==> src/rtl/ascon_spi_pkg.sv <==
// Shared types and constants for the SPI frame controller feeding the Ascon core.
package ascon_spi_pkg;

  localparam int unsigned WORD_W = 32;

  // Header field positions
  localparam int unsigned OP_MSB  = 31;
  localparam int unsigned OP_LSB  = 28;
  localparam int unsigned LEN_MSB = 15;
  localparam int unsigned LEN_LSB = 0;

  typedef enum logic [3:0] {
    OP_KEY   = 4'd1,
    OP_NONCE = 4'd2,
    OP_DATA  = 4'd3
  } op_t;

  typedef enum logic [1:0] {
    ST_IDLE,
    ST_KEY,
    ST_NONCE,
    ST_DATA
  } state_t;

  typedef enum logic [1:0] {
    ERR_NONE = 2'd0,
    ERR_HDR  = 2'd1,
    ERR_OVF  = 2'd2,
    ERR_TMO  = 2'd3
  } err_t;

endpackage

==> src/rtl/ascon_spi_ctrl_buf.sv <==
// One-entry valid/ready buffer for payload words; flags words that arrive while it is full.
module spi_word_buf
  import ascon_spi_pkg::*;
(
  input  logic              clk,
  input  logic              rst,
  input  logic [WORD_W-1:0] in_data,
  input  logic              in_last,
  input  logic              in_valid,
  input  logic              force_last,
  output logic [WORD_W-1:0] out_data,
  output logic              out_valid,
  output logic              out_last,
  input  logic              out_ready,
  output logic              ovf
);

  logic can_load;
  logic accept;

  assign accept   = out_valid && out_ready;
  assign can_load = !out_valid || out_ready;
  assign ovf      = in_valid && !can_load;

  always_ff @(posedge clk or posedge rst) begin
    if (rst) begin
      out_data  <= '0;
      out_valid <= 1'b0;
      out_last  <= 1'b0;
    end else if (in_valid && can_load) begin
      // Reload on the same cycle as a handshake, so back-to-back words see no bubble
      out_data  <= in_data;
      out_last  <= in_last;
      out_valid <= 1'b1;
    end else if (accept) begin
      out_valid <= 1'b0;
      out_last  <= 1'b0;
    end else if (force_last && out_valid) begin
      out_last  <= 1'b1;
    end
  end

endmodule

==> src/rtl/ascon_spi_ctrl.sv <==
// Frame controller: decodes SPI header words, assembles key/nonce, streams payload to the core.
module ascon_spi_ctrl
  import ascon_spi_pkg::*;
#(
  parameter int unsigned MAX_LEN = 256,
  parameter int unsigned TIMEOUT = 4096
) (
  input  logic         clk,
  input  logic         rst,
  input  logic [31:0]  word_in,
  input  logic         word_valid,
  output logic [127:0] key,
  output logic         key_valid,
  output logic [127:0] nonce,
  output logic         nonce_valid,
  output logic [31:0]  data_out,
  output logic         data_valid,
  input  logic         data_ready,
  output logic         data_last,
  output logic         busy,
  output logic         err,
  output logic [1:0]   err_code,
  input  logic         err_clr
);

  localparam logic [15:0] MAX_LEN_W = 16'(MAX_LEN);
  localparam logic [31:0] TMO_LAST  = 32'(TIMEOUT - 1);

  state_t       state, nxt_state;
  err_t         code_q, new_code;
  logic [3:0]   hop;
  logic [15:0]  hlen;
  logic [127:0] shadow;
  logic [1:0]   wcnt;
  logic [15:0]  rem;
  logic [31:0]  tcnt;
  logic         tmo;
  logic         hdr_err;
  logic         ovf;
  logic         new_err;
  logic         buf_in_valid;

  assign hop  = word_in[OP_MSB:OP_LSB];
  assign hlen = word_in[LEN_MSB:LEN_LSB];
  assign tmo  = (state != ST_IDLE) && !word_valid && (tcnt == TMO_LAST);

  always_ff @(posedge clk or posedge rst) begin
    if (rst) state <= ST_IDLE;
    else     state <= nxt_state;
  end

  always_comb begin
    nxt_state = state;
    hdr_err   = 1'b0;
    case (state)
      ST_IDLE: begin
        if (word_valid) begin
          case (hop)
            OP_KEY:   nxt_state = ST_KEY;
            OP_NONCE: nxt_state = ST_NONCE;
            OP_DATA: begin
              if (hlen != 16'd0 && hlen <= MAX_LEN_W) nxt_state = ST_DATA;
              else                                    hdr_err   = 1'b1;
            end
            default:  hdr_err = 1'b1;
          endcase
        end
      end
      ST_KEY, ST_NONCE: begin
        if (tmo)                              nxt_state = ST_IDLE;
        else if (word_valid && wcnt == 2'd3)  nxt_state = ST_IDLE;
      end
      ST_DATA: begin
        if (tmo)                              nxt_state = ST_IDLE;
        else if (word_valid && rem == 16'd1)  nxt_state = ST_IDLE;
      end
      default: nxt_state = ST_IDLE;
    endcase
  end

  // Shadow, word counters and inter-word timer; the shadow is wiped on every return to IDLE
  always_ff @(posedge clk or posedge rst) begin
    if (rst) begin
      shadow      <= '0;
      wcnt        <= '0;
      rem         <= '0;
      tcnt        <= '0;
      key         <= '0;
      nonce       <= '0;
      key_valid   <= 1'b0;
      nonce_valid <= 1'b0;
    end else begin
      key_valid   <= 1'b0;
      nonce_valid <= 1'b0;
      if (state == ST_IDLE) begin
        shadow <= '0;
        wcnt   <= '0;
        tcnt   <= '0;
        if (word_valid) rem <= hlen;
      end else if (tmo) begin
        tcnt <= '0;
      end else if (word_valid) begin
        tcnt   <= '0;
        shadow <= {shadow[95:0], word_in};
        wcnt   <= wcnt + 2'd1;
        rem    <= rem - 16'd1;
        if (state == ST_KEY && wcnt == 2'd3) begin
          key       <= {shadow[95:0], word_in};
          key_valid <= 1'b1;
        end
        if (state == ST_NONCE && wcnt == 2'd3) begin
          nonce       <= {shadow[95:0], word_in};
          nonce_valid <= 1'b1;
        end
      end else begin
        tcnt <= tcnt + 32'd1;
      end
    end
  end

  assign buf_in_valid = word_valid && (state == ST_DATA);

  spi_word_buf u_buf (
    .clk       (clk),
    .rst       (rst),
    .in_data   (word_in),
    .in_last   (rem == 16'd1),
    .in_valid  (buf_in_valid),
    .force_last(tmo && (state == ST_DATA)),
    .out_data  (data_out),
    .out_valid (data_valid),
    .out_last  (data_last),
    .out_ready (data_ready),
    .ovf       (ovf)
  );

  always_comb begin
    new_err  = hdr_err || ovf || tmo;
    new_code = ERR_TMO;
    if (hdr_err)  new_code = ERR_HDR;
    else if (ovf) new_code = ERR_OVF;
  end

  // First error wins; a clear in the same cycle beats a new error
  always_ff @(posedge clk or posedge rst) begin
    if (rst) begin
      err    <= 1'b0;
      code_q <= ERR_NONE;
    end else if (err_clr) begin
      err    <= 1'b0;
      code_q <= ERR_NONE;
    end else if (new_err && !err) begin
      err    <= 1'b1;
      code_q <= new_code;
    end
  end

  assign err_code = code_q;
  assign busy     = (state != ST_IDLE) || data_valid;

endmodule

==> config.mk <==
export PLATFORM = sky130hd
export DESIGN_NAME = ascon_spi_ctrl
export DESIGN_NICKNAME = d
export VERILOG_FILES = /design/src/rtl/ascon_spi_pkg.sv /design/src/rtl/ascon_spi_ctrl_buf.sv /design/src/rtl/ascon_spi_ctrl.sv
export SDC_FILE = /design/constraint.sdc
export NUM_CORES = 1
export LEC_CHECK = 0
export ABC_AREA = 1
export CORE_ASPECT_RATIO = 1.75
export CORE_UTILIZATION = 40
export CTS_BUF_LIST = sky130_fd_sc_hd__clkbuf_16
export DETAILED_ROUTE_END_ITERATION = 10
export SYNTH_ARGS = -nofsm -noshare
export SYNTH_HDL_FRONTEND = slang
export SYNTH_SLANG_ARGS = --single-unit
export TNS_END_PERCENT = 50
==> constraint.sdc <==
create_clock -name clk -period 19.2 [get_ports clk]
set_input_delay 2.88 -clock clk [delete_from_list [all_inputs] [get_ports clk]]
set_output_delay 2.88 -clock clk [all_outputs]
set_load 0.02 [all_outputs]
==> flow_metrics.env <==
export IMPL_holdCritStartpoint="nonce[9]"
export IMPL_min_to="nonce[9]"
export IMPL_avgSynthCellArea_um2=9.914
export IMPL_clk_latency_ps=550
export IMPL_pwr_density_cell_nw_per_um2=114.6
export IMPL_ys_warn_count=0
export IMPL_drive_gt1_share_pct=5.061
export IMPL_nNetsFinal=2074
export IMPL_htree_levels=2
export IMPL_finalMaxSlewViolations=0
export IMPL_place_congestion=0.8530
export IMPL_cts_clk_slew_worst_paths_ps=60
export IMPL_cts_resized=0
export IMPL_hold_class="reg2reg"
export IMPL_multi_input_area_um2=5032
export IMPL_worst_setup_path_start_kind="input port"
export IMPL_drcViolationCount=0
export IMPL_hold_path_depth=2
export IMPL_crit_chain="clkdlybuf4s50_1, nand2_1, nor2_1, nand2_4, buf_4, buf_4, o21ai_0"
export IMPL_synth_edf_count=0
export IMPL_holdBufCountCts=0
export IMPL_area_growth_synth_to_final_pct=29.46
export IMPL_synth_seq_cells=443
export IMPL_nFillCells=3839
export IMPL_die_area_um2=43790
export IMPL_synth_top_area_cell="dfrtp_1"
export IMPL_grt_use_total_pct=22.92
export IMPL_drtIter0Drc=832
export IMPL_period_share_pct=31.81
export IMPL_tns_ps=0
export IMPL_grt_pass1_wl_mm=76.19
export IMPL_io_pins=333
export IMPL_r2r_cells=7
export IMPL_cts_tree="built"
export IMPL_ir_drop_v=0.00008034
export IMPL_finalWorstSetupSlack_ps=13090
export IMPL_leakagePower_uw=0.009776
export IMPL_routed_wl_mm=48.90
export IMPL_postRouteAntennaNets=0
export IMPL_routed_via_count=13076
export IMPL_skew_ps=22.15
export IMPL_cp_required_ps=19580
export IMPL_fin_area_um2=22230
export IMPL_async_flop_share_pct=100.0
export IMPL_end_kind="flop"
export IMPL_cp_common_cell="buf_4"
export IMPL_fp_coreArea_um2=42420
export IMPL_rsz0062_at_grt="no"
export IMPL_cts_made_buffers=41
export IMPL_status="completed"
export IMPL_dpl_cell_area_um2=20960
export IMPL_grt_pass1_vias=12668
export IMPL_reg2reg_to="key[20]"
export IMPL_dp_hpwl_mm=34.04
export IMPL_start_util_pct=40.48
export IMPL_worstSetupPathType="in2reg"
export IMPL_synth_main_ff_cell="dfrtp_1"
export IMPL_critPathMaxStageDelay_ps=940
export IMPL_grt_ovfl_total=0
export IMPL_first_pass_iters=5
export IMPL_hold_viol=0
export IMPL_fmax_mhz=163.7
export IMPL_portBuffers=332
export IMPL_yosysUniqueCellTypes=41
export IMPL_syn_area_um2=17170
export IMPL_crit_arrival_ps=6480
export IMPL_regToRegStartpoint="state[1]"
export IMPL_wl_per_cell_um=18.69
export IMPL_clock_sinks=443
export IMPL_cts_max_path_buffers=3
export IMPL_post_route_util_pct=52.41
export IMPL_max_cap_violations=0
export IMPL_place_ws_ps=12620
export IMPL_synth_top_cell_area_share_pct=64.56
export IMPL_slew_headroom_pct=17.81
export IMPL_n_antenna_cell=0
export IMPL_setup_viol=0
export IMPL_syn_num_nets=1778
export IMPL_cts_setup_buffers=0
export IMPL_synth_cells=1732
export IMPL_viasPerCell=4.998
export IMPL_critPathSlowestCell="buf_4"
export IMPL_root_buffer="clkbuf_16"
export IMPL_die_w_um=158.6
export IMPL_ff2ff_setup_slack_ps=15230
export IMPL_grt_max_degree=178
export IMPL_antenna_found_initial=0
export IMPL_fin_crit_ps=6108
export IMPL_rows=100
export IMPL_yosysSeqAreaShare_pct=64.56
export IMPL_regArea_um2=11090
export IMPL_hold_ws_ps=480.4
export IMPL_yosys_top_cells_area="dfrtp_1 65%, o21ai_0 8.6%, nand2_1 8.3%"
export IMPL_tightest_slew_ps=1233
export IMPL_die_y_um=276.1
export IMPL_cp_max_fo=124
==> Yosys cell counts, types with 2 or more instances <==
master and instances:
dfrtp_1 443, nand2_1 381, o21ai_0 296, inv_1 186
o22ai_1 99, nor2_1 75, clkbuf_1 61, nand3_1 27
xor2_1 21, nor3_1 17, buf_2 16, nand4_1 13
buf_1 11, o221ai_1 11, a21oi_1 9, ha_1 9
nor2_4 8, nand2_2 5, inv_2 4, nor2_2 4
nor3_2 4, o21bai_1 4, xnor2_1 4, nand3_2 3
nor4_1 3, nand2_4 2, o21ai_1 2
==> flip-flops by register name (all words and copies together) (netlist names), 2 cells and up <==
register and count:
state 2, wcnt 2, tcnt 32, key 128, shadow 96, nonce 128
u_buf.out_data 32, rem 16, err_code 2
==> cell families (layout without fill, tap and decap cells) <==
family	Yosys count	after routing	synth area share [%]
compound gates	429	429	13.67
xor+xnor	25	25	1.275
fa+ha+maj	9	9	0.6558
buf+inv	279	602	6.237
flops	443	443	64.56
simple gates	547	547	13.60
==> cell usage in the layout, fill, tap and decap left out, drive strengths merged <==
master	count
nand3	31
o311ai	2
o31a	1
nor2	87
clkdlybuf4s50	332
bufinv	4
nand2	388
xnor2	4
xor2	21
o21bai	4
o21a	1
o21ai	298
a21oi	10
nand3b	1
clkinv	17
dfrtp	443
buf	10
ha	9
o22ai	99
o211ai	1
o221ai	11
inv	198
clkbuf	41
nor3	21
a31oi	1
nor4b	1
or2	1
nand4	13
nor4	4
a22o	1
==> power breakdown <==
part,total [µW],internal [µW],leakage [µW],switching (µW)
Clock,795,443,0.000653,351
Sequential,1130,1060,0.00609,69.4
Combinational,623,228,0.00304,395
==> stage by stage <==
step           instances  total power (µW)
2_1_floorplan       1732              1496
3_3_place_gp        2546              1763
3_5_place_dp        2546              1777
4_1_cts             2616              2575
5_1_grt             2616              2675
6_report            2616              2548
==> worst max-delay path: cells and delay by family <==
kind / cells / cell delay [ps]
AO/OA/AOI/OAI: 1 / 210
AND/OR/NAND/NOR: 3 / 620
buffers and inverters: 3 / 2630
==> final cells by class <==
| type | instances | area share (%) |
|---|---|---|
| well taps | 561 | 3.158 |
| multi-input cells | 1010 | 22.64 |
| repair buffers | 342 | 15.34 |
| inverters | 190 | 3.259 |
| flip-flops and latches | 443 | 49.87 |
| clock inverters | 29 | 1.120 |
| clock buffers | 41 | 4.615 |
==> worst max path at each step <==
stage / from / end / slack (ps) / cells past startpoint
2_1_floorplan: rst / err / 3980 / 1
3_5_place_dp: word_valid / nonce[16] / 12620 / 7
6_report: word_valid / key[20] / 13090 / 7
3_3_place_gp: word_valid / key[113] / 12690 / 7
4_1_cts: word_valid / nonce[108] / 13160 / 7
5_1_grt: word_valid / key[50] / 12750 / 7
==> metal layers <==
layer	part of all wire, %	vias up	global-route usage, %
met2	52	371	40.08
met4	4.3	0	9.763
met3	5.1	86	3.307
li1	-	6267	-
met1	39	6352	27.72
met5	0	-	0
Note: power is estimated with default switching activity, not from simulation.
